**src/rtl/hsclk_sel_fsm_if.sv**
```systemverilog
// Bus-side signal bundle for the high-speed clock select FSM.
// master: CPU cycle tracker / map registers / clock mux acks (drives inputs).
// slave : the FSM itself (drives switch requests, status and divider select).
//   cyc_valid, vpa, vda, himem, vram_wr : qualified CPU bus cycle
//   hs_en, div_wr, div_in                : map register controls
//   hs_ack, ls_ack                       : asynchronous clock mux acks
//   hs_req, ls_req, hs_selected,
//   dummy_access, div_sel, sw_err        : registered FSM outputs
interface hsclk_sel_fsm_if #(
  parameter int unsigned DIV_W = 2
);
  logic             cyc_valid;
  logic             vpa;
  logic             vda;
  logic             himem;
  logic             vram_wr;
  logic             hs_en;
  logic             div_wr;
  logic [DIV_W-1:0] div_in;
  logic             hs_ack;
  logic             ls_ack;
  logic             hs_req;
  logic             ls_req;
  logic             hs_selected;
  logic             dummy_access;
  logic [DIV_W-1:0] div_sel;
  logic             sw_err;

  modport master (
    output cyc_valid, vpa, vda, himem, vram_wr, hs_en, div_wr, div_in,
           hs_ack, ls_ack,
    input  hs_req, ls_req, hs_selected, dummy_access, div_sel, sw_err
  );

  modport slave (
    input  cyc_valid, vpa, vda, himem, vram_wr, hs_en, div_wr, div_in,
           hs_ack, ls_ack,
    output hs_req, ls_req, hs_selected, dummy_access, div_sel, sw_err
  );
endinterface

```
**src/rtl/hsclk_sel_fsm.sv**
```systemverilog
// High-speed CPU clock select state machine.
// Switches the CPU to hsclk after two consecutive opcode fetches from on-board
// memory, and back to the low-speed clock on off-board / video RAM accesses
// once a minimum dwell has elapsed, or immediately when hs_en drops.
// Ports:
//   hsclk : single rising-edge clock
//   rst   : asynchronous active-high reset
//   bus   : hsclk_sel_fsm_if slave modport (cycle qualifiers, map controls,
//           mux acks in; switch requests, status, divider select out)
module hsclk_sel_fsm #(
  parameter int unsigned SYNC_STAGES    = 2,
  parameter int unsigned HOLD_CYCLES    = 8,
  parameter int unsigned TIMEOUT_CYCLES = 64,
  parameter int unsigned DIV_W          = 2
) (
  input  logic            hsclk,
  input  logic            rst,
  hsclk_sel_fsm_if.slave  bus
);

  localparam int unsigned TW = $clog2(TIMEOUT_CYCLES);

  typedef enum logic [1:0] {LS, TO_HS, HS, TO_LS} state_t;

  state_t                 state;
  state_t                 state_nxt;
  logic [SYNC_STAGES-1:0] hs_sync;
  logic [SYNC_STAGES-1:0] ls_sync;
  logic                   hs_ack_s;
  logic                   ls_ack_s;
  logic                   prev_sync;
  logic [TW-1:0]          tmo_cnt;
  logic [7:0]             hold_cnt;
  logic                   op_cyc;
  logic                   fast;
  logic                   drop_cyc;
  logic                   tmo;
  logic                   set_err;

  assign hs_ack_s = hs_sync[SYNC_STAGES-1];
  assign ls_ack_s = ls_sync[SYNC_STAGES-1];
  assign op_cyc   = bus.cyc_valid & bus.vpa & bus.vda;
  assign fast     = op_cyc & bus.himem & ~bus.vram_wr;
  assign drop_cyc = bus.cyc_valid & (bus.vpa | bus.vda) & (~bus.himem | bus.vram_wr);
  assign tmo      = (tmo_cnt == TW'(TIMEOUT_CYCLES - 1));

  // Ack is tested before timeout so a coincident ack completes the switch.
  always_comb begin
    state_nxt = state;
    set_err   = 1'b0;
    case (state)
      LS:    if (bus.hs_en & fast & prev_sync) state_nxt = TO_HS;
      TO_HS: begin
        if (hs_ack_s) state_nxt = HS;
        else if (tmo) begin
          state_nxt = LS;
          set_err   = 1'b1;
        end
      end
      HS:    if (~bus.hs_en | (drop_cyc & (hold_cnt == '0))) state_nxt = TO_LS;
      TO_LS: begin
        if (ls_ack_s) state_nxt = LS;
        else if (tmo) begin
          state_nxt = LS;
          set_err   = 1'b1;
        end
      end
      default: state_nxt = LS;
    endcase
  end

  always_ff @(posedge hsclk or posedge rst) begin
    if (rst) begin
      state            <= LS;
      hs_sync          <= '0;
      ls_sync          <= '0;
      prev_sync        <= 1'b0;
      tmo_cnt          <= '0;
      hold_cnt         <= '0;
      bus.hs_req       <= 1'b0;
      bus.ls_req       <= 1'b1;
      bus.hs_selected  <= 1'b0;
      bus.dummy_access <= 1'b0;
      bus.div_sel      <= '0;
      bus.sw_err       <= 1'b0;
    end else begin
      hs_sync <= {hs_sync[SYNC_STAGES-2:0], bus.hs_ack};
      ls_sync <= {ls_sync[SYNC_STAGES-2:0], bus.ls_ack};

      if (op_cyc) prev_sync <= fast;

      state <= state_nxt;

      if (state_nxt != state)
        tmo_cnt <= '0;
      else if ((state == TO_HS) || (state == TO_LS))
        tmo_cnt <= tmo_cnt + TW'(1);

      if ((state_nxt == HS) && (state != HS))
        hold_cnt <= 8'(HOLD_CYCLES - 1);
      else if ((state == HS) && (hold_cnt != '0))
        hold_cnt <= hold_cnt - 8'd1;

      if (set_err) bus.sw_err <= 1'b1;

      // Qualified on the current state, so a write on the LS->TO_HS edge lands.
      if ((state == LS) && bus.div_wr) bus.div_sel <= bus.div_in;

      // Outputs are registered from the next state so they track it exactly.
      bus.hs_req       <= (state_nxt == TO_HS) || (state_nxt == HS);
      bus.ls_req       <= (state_nxt == TO_LS) || (state_nxt == LS);
      bus.hs_selected  <= (state_nxt == HS);
      bus.dummy_access <= (state != LS) | (bus.himem & bus.cyc_valid);
    end
  end

endmodule

```
**src/flat_wrapper.sv**
```systemverilog
// flat-port wrapper written by rule: the top's interface ports become plain ports
module hsclk_sel_fsm_flat 
#(
  parameter int unsigned SYNC_STAGES    = 2,
  parameter int unsigned HOLD_CYCLES    = 8,
  parameter int unsigned TIMEOUT_CYCLES = 64,
  parameter int unsigned DIV_W          = 2
)
  (hsclk, rst, bus_cyc_valid, bus_vpa, bus_vda, bus_himem, bus_vram_wr, bus_hs_en, bus_div_wr, bus_div_in, bus_hs_ack, bus_ls_ack, bus_hs_req, bus_ls_req, bus_hs_selected, bus_dummy_access, bus_div_sel, bus_sw_err);
  hsclk_sel_fsm_if #(.DIV_W(DIV_W)) bus_i ();
  input  logic hsclk;
  input  logic rst;
  input wire logic [$bits(bus_i.cyc_valid)-1:0] bus_cyc_valid;
  input wire logic [$bits(bus_i.vpa)-1:0] bus_vpa;
  input wire logic [$bits(bus_i.vda)-1:0] bus_vda;
  input wire logic [$bits(bus_i.himem)-1:0] bus_himem;
  input wire logic [$bits(bus_i.vram_wr)-1:0] bus_vram_wr;
  input wire logic [$bits(bus_i.hs_en)-1:0] bus_hs_en;
  input wire logic [$bits(bus_i.div_wr)-1:0] bus_div_wr;
  input wire logic [$bits(bus_i.div_in)-1:0] bus_div_in;
  input wire logic [$bits(bus_i.hs_ack)-1:0] bus_hs_ack;
  input wire logic [$bits(bus_i.ls_ack)-1:0] bus_ls_ack;
  output wire logic [$bits(bus_i.hs_req)-1:0] bus_hs_req;
  output wire logic [$bits(bus_i.ls_req)-1:0] bus_ls_req;
  output wire logic [$bits(bus_i.hs_selected)-1:0] bus_hs_selected;
  output wire logic [$bits(bus_i.dummy_access)-1:0] bus_dummy_access;
  output wire logic [$bits(bus_i.div_sel)-1:0] bus_div_sel;
  output wire logic [$bits(bus_i.sw_err)-1:0] bus_sw_err;
  assign bus_i.cyc_valid = bus_cyc_valid;
  assign bus_i.vpa = bus_vpa;
  assign bus_i.vda = bus_vda;
  assign bus_i.himem = bus_himem;
  assign bus_i.vram_wr = bus_vram_wr;
  assign bus_i.hs_en = bus_hs_en;
  assign bus_i.div_wr = bus_div_wr;
  assign bus_i.div_in = bus_div_in;
  assign bus_i.hs_ack = bus_hs_ack;
  assign bus_i.ls_ack = bus_ls_ack;
  assign bus_hs_req = bus_i.hs_req;
  assign bus_ls_req = bus_i.ls_req;
  assign bus_hs_selected = bus_i.hs_selected;
  assign bus_dummy_access = bus_i.dummy_access;
  assign bus_div_sel = bus_i.div_sel;
  assign bus_sw_err = bus_i.sw_err;
  hsclk_sel_fsm #(.SYNC_STAGES(SYNC_STAGES), .HOLD_CYCLES(HOLD_CYCLES), .TIMEOUT_CYCLES(TIMEOUT_CYCLES), .DIV_W(DIV_W)) u_core (.hsclk(hsclk), .rst(rst), .bus(bus_i));
endmodule
```
**config.mk**
```make
export PLATFORM = sky130hd
export DESIGN_NAME = hsclk_sel_fsm_flat
export DESIGN_NICKNAME = d
export VERILOG_FILES = /design/src/rtl/hsclk_sel_fsm_if.sv /design/src/rtl/hsclk_sel_fsm.sv /design/src/flat_wrapper.sv
export SDC_FILE = /design/constraint.sdc
export NUM_CORES = 1
export LEC_CHECK = 0
export BUFFER_PORTS_ARGS = -buffer_cell sky130_fd_sc_hd__buf_2
export CELL_PAD_IN_SITES_DETAIL_PLACEMENT = 0
export CELL_PAD_IN_SITES_GLOBAL_PLACEMENT = 1
export CORE_UTILIZATION = 40
export DETAILED_ROUTE_END_ITERATION = 6
export PLACE_DENSITY_LB_ADDON = 0.1
export SYNTH_ARGS = -nofsm -noshare
export SYNTH_HDL_FRONTEND = slang
export SYNTH_SLANG_ARGS = --single-unit
```
**constraint.sdc**
```tcl
create_clock -name hsclk -period 2.4 [get_ports hsclk]
set_input_delay 0 -clock hsclk [delete_from_list [all_inputs] [get_ports hsclk]]
set_output_delay 0 -clock hsclk [all_outputs]
set_load 0.01 [all_outputs]
```
==> results.cfg <==
[clocking]
clk_latency_ns = 0.33
cts_tree = done
htree_levels = 1
path_clk_slew_ns = 0.15
cts_buffers = 3
cts.sinks = 28
clockBufferDepth = 2
cts_root_buf = clkbuf_4

[drt]
drc = 0
wl_met2_um = 1275
wl_um = 2729
final_antenna_net_count = 0
dr_wl_met3_um = 67
wl_met1_um = 1338
dr.pass1.iters = 4
via_count = 1011
wire_per_inst_um = 13.51
viasPerCell = 5.005
highest_layer = met4
detail_route.iter0.violations = 25

[floorplanning]
start_util = 0.4199
rows = 21
die_h_um = 61.19
coreArea_mm2 = 0.003337
boundaryPins = 20
dieArea_mm2 = 0.003744
chipWidth_um = 61.19

[power]
power_frac_clock = 0.181
worst_ir_drop_vdd_mv = 0.4248
cellPowerDensity_mw_per_mm2 = 1032
pwr-share-comb = 0.408
intPower_mw = 1.076
switchingPower_mw = 0.6477
switching_share = 0.3759
leakage_nw = 0.7750
power_frac_seq = 0.412

[yosys]
syn_area_mm2 = 0.001401
avgSynthCellArea_um2 = 11.03
synth-seq-area-share = 0.5009
yosys_register_bits = 28
synth_enable_flop_cells = 0
netlist_instances = 127
syn_nets = 144
ys_types = 42
postSynth.asyncResetShare = 1.000
yosysWarnings = 0
synth_ff_type = dfrtp_1

[setup_path]
critical-path-top-delay-family = simple AND/OR/NAND/NOR gates
cp_max_fo = 10
start_kind = flop
crit_arrival_ns = 2.26
critPathSlowestCell = dfrtp_1
worstPathRequired_ns = 2.68
crit_buf_inv = 0
path_cells = nand2b_4, nor3b_1, a22o_4, nand2_1, ha_1, and2_1, nor2_1
cp_slowest_stage_delay_ns = 0.52
path_class = flop to flop
crit_path_end_kind = flop

[placed_design]
dpl_worst_slack_ns = 0.4360
port_buffers = 19
dp_hpwl_um = 2036
place_congestion = 0.7498

[sta]
skew_ns = 0.003077
timing.fmax_mhz = 505.1
maxSlewViolCount = 0
fin_tns_setup_ns = 0
fin_ws_ns = 0.4202
period_share = 0.8249
relSlewSlack = 0.6317
period_needed_ns = 1.980
grt_setup_unrepaired = false
tightest_slew_ns = 0.5524
setup_viol = 0
hold_viol = 0

[job]
maxCapViolCount = 0

[layout]
drive_gt1_frac = 0.2628
nFillCells = 327
final_util = 0.5006
final_cell_mix = 27 x dfrtp_1, 19 x buf_2, 15 x nand2_1, 10 x nor2_1, 7 x dlygate4sd3_1
insertedDiodeCount = 0
syn2layout_area_growth_pct = 19.20
mostFrequentLayoutCell = dfrtp_1
nets = 174

[global_route]
grt_max_degree = 29
grt_pass1_wl_um = 4388
grt_pass1_vias = 927
track_usage = 0.1639
grt_antenna_before_repair = 0
grt-ovfl-total = 0

[hold_path]
hold_path_class = primary input to flop

[outcome]
status = finished, final reports clean
final cells by class:
class                   count  area, um2  area share
clock inverters             1      30.03     0.01798
well taps                  46      57.56     0.03446
repair buffers             28      180.2      0.1079
inverters                   6      22.52     0.01348
multi-input cells          90      655.6      0.3925
flip-flops and latches     28      701.9      0.4202
clock buffers               3      22.52     0.01348
power by group through the flow:
stage | Sequential [mW] | Combinational (mW) | Clock, mW
2_1_floorplan | 0.692 | 0.544 | 0
3_3_place_gp | 0.719 | 0.683 | 0
3_5_place_dp | 0.721 | 0.701 | 0
4_1_cts | 0.711 | 0.713 | 0.316
5_1_grt | 0.733 | 0.779 | 0.333
6_report | 0.709 | 0.703 | 0.311
metrics by stage:
step | std cells | power, mW | hold slack (ns) | instance area (um2)
2_1_floorplan | 127 | 1.236 | 0.03143 | 1401
3_3_place_gp | 191 | 1.402 | 0.07323 | 1548
3_5_place_dp | 191 | 1.421 | 0.07911 | 1548
4_1_cts | 202 | 1.739 | 0.01064 | 1670
5_1_grt | 202 | 1.844 | 0.01920 | 1670
6_report | 202 | 1.723 | 0.009432 | 1670
per-layer routing:
metal	global-route usage	vias to the layer above
met5	0	-
met4	0.07143	0
met3	0.02731	5
met2	0.2531	18
met1	0.2271	482
li1	-	506
worst min-delay path: cells and delay by family:
family / cells / cell delay, ns
multiplexers: 1 / 0.15
buffers and inverters: 1 / 0.09
AND/OR/NAND/NOR: 1 / 0.08
cell families after synthesis:
family                   count (synthesis)  share of synthesized area
AO/OA/AOI/OAI                           23                     0.1464
flip-flops                              28                     0.5009
XOR/XNOR                                 8                    0.05000
AND/OR/NAND/NOR                         50                     0.1973
multiplexers                             5                    0.03839
adder cells (fa/ha/maj)                  4                    0.03572
buffers and inverters                    9                    0.03125
state kept, by name, summed over array words and instances (netlist names):
name,flops
u_core.hs_sync,2
u_core.state,2
u_core.bus.div_sel,2
u_core.hold_cnt,8
u_core.bus.hs_selected,1
u_core.bus.ls_req,1
u_core.ls_sync,2
u_core.tmo_cnt,6
u_core.bus.dummy_access,1
u_core.bus.sw_err,1
u_core.prev_sync,1
u_core.bus.hs_req,1
final timing paths:
kind,start,endpoint,slack [ns],cells past startpoint
setup / recovery,u_core.state[0]$_DFF_PP0_,u_core.hold_cnt[4]$_DFFE_PP0P_,0.42,7
hold / removal,bus_div_wr,u_core.bus.div_sel[0]$_DFFE_PP0P_,0.009,3
setup reg to reg,u_core.state[0]$_DFF_PP0_,u_core.hold_cnt[4]$_DFFE_PP0P_,0.42,7
hold reg to reg,u_core.ls_sync[0]$_DFF_PP0_,u_core.ls_sync[1]$_DFF_PP0_,0.37,0
max in group asynchronous,rst,u_core.bus.ls_req$_DFF_PP1_,1.86,4
min in group asynchronous,rst,u_core.bus.div_sel[1]$_DFFE_PP0P_,0.24,4
repair_timing:
action | in CTS | in global routing
buffers inserted | 0 | 0
hold buffers | 7 | 0
resized for setup | 0 | 0
endpoints found under the hold margin | 33 | 0
synth_stat cells (2+ instances only):
cell type	n	share of area
nor2_1	10	0.027
nand3_1	6	0.021
a21oi_1	2	0.0071
buf_2	2	0.0071
nand4b_1	2	0.013
nor2b_1	2	0.0089
o21ai_0	2	0.0071
xnor2_1	2	0.013
nand2_1	15	0.040
nand2b_1	3	0.013
nor4_1	2	0.0089
a31oi_1	2	0.0089
a211oi_1	2	0.011
mux2_2	2	0.016
dfrtp_1	27	0.48
a21o_2	2	0.013
inv_1	6	0.016
ha_1	4	0.036
and3_1	2	0.0089
nand4_1	2	0.0089
a31o_2	2	0.013
mux2i_1	2	0.014
or3b_2	2	0.013
xor2_1	6	0.037
Note: power is estimated with default switching activity, not from simulation.
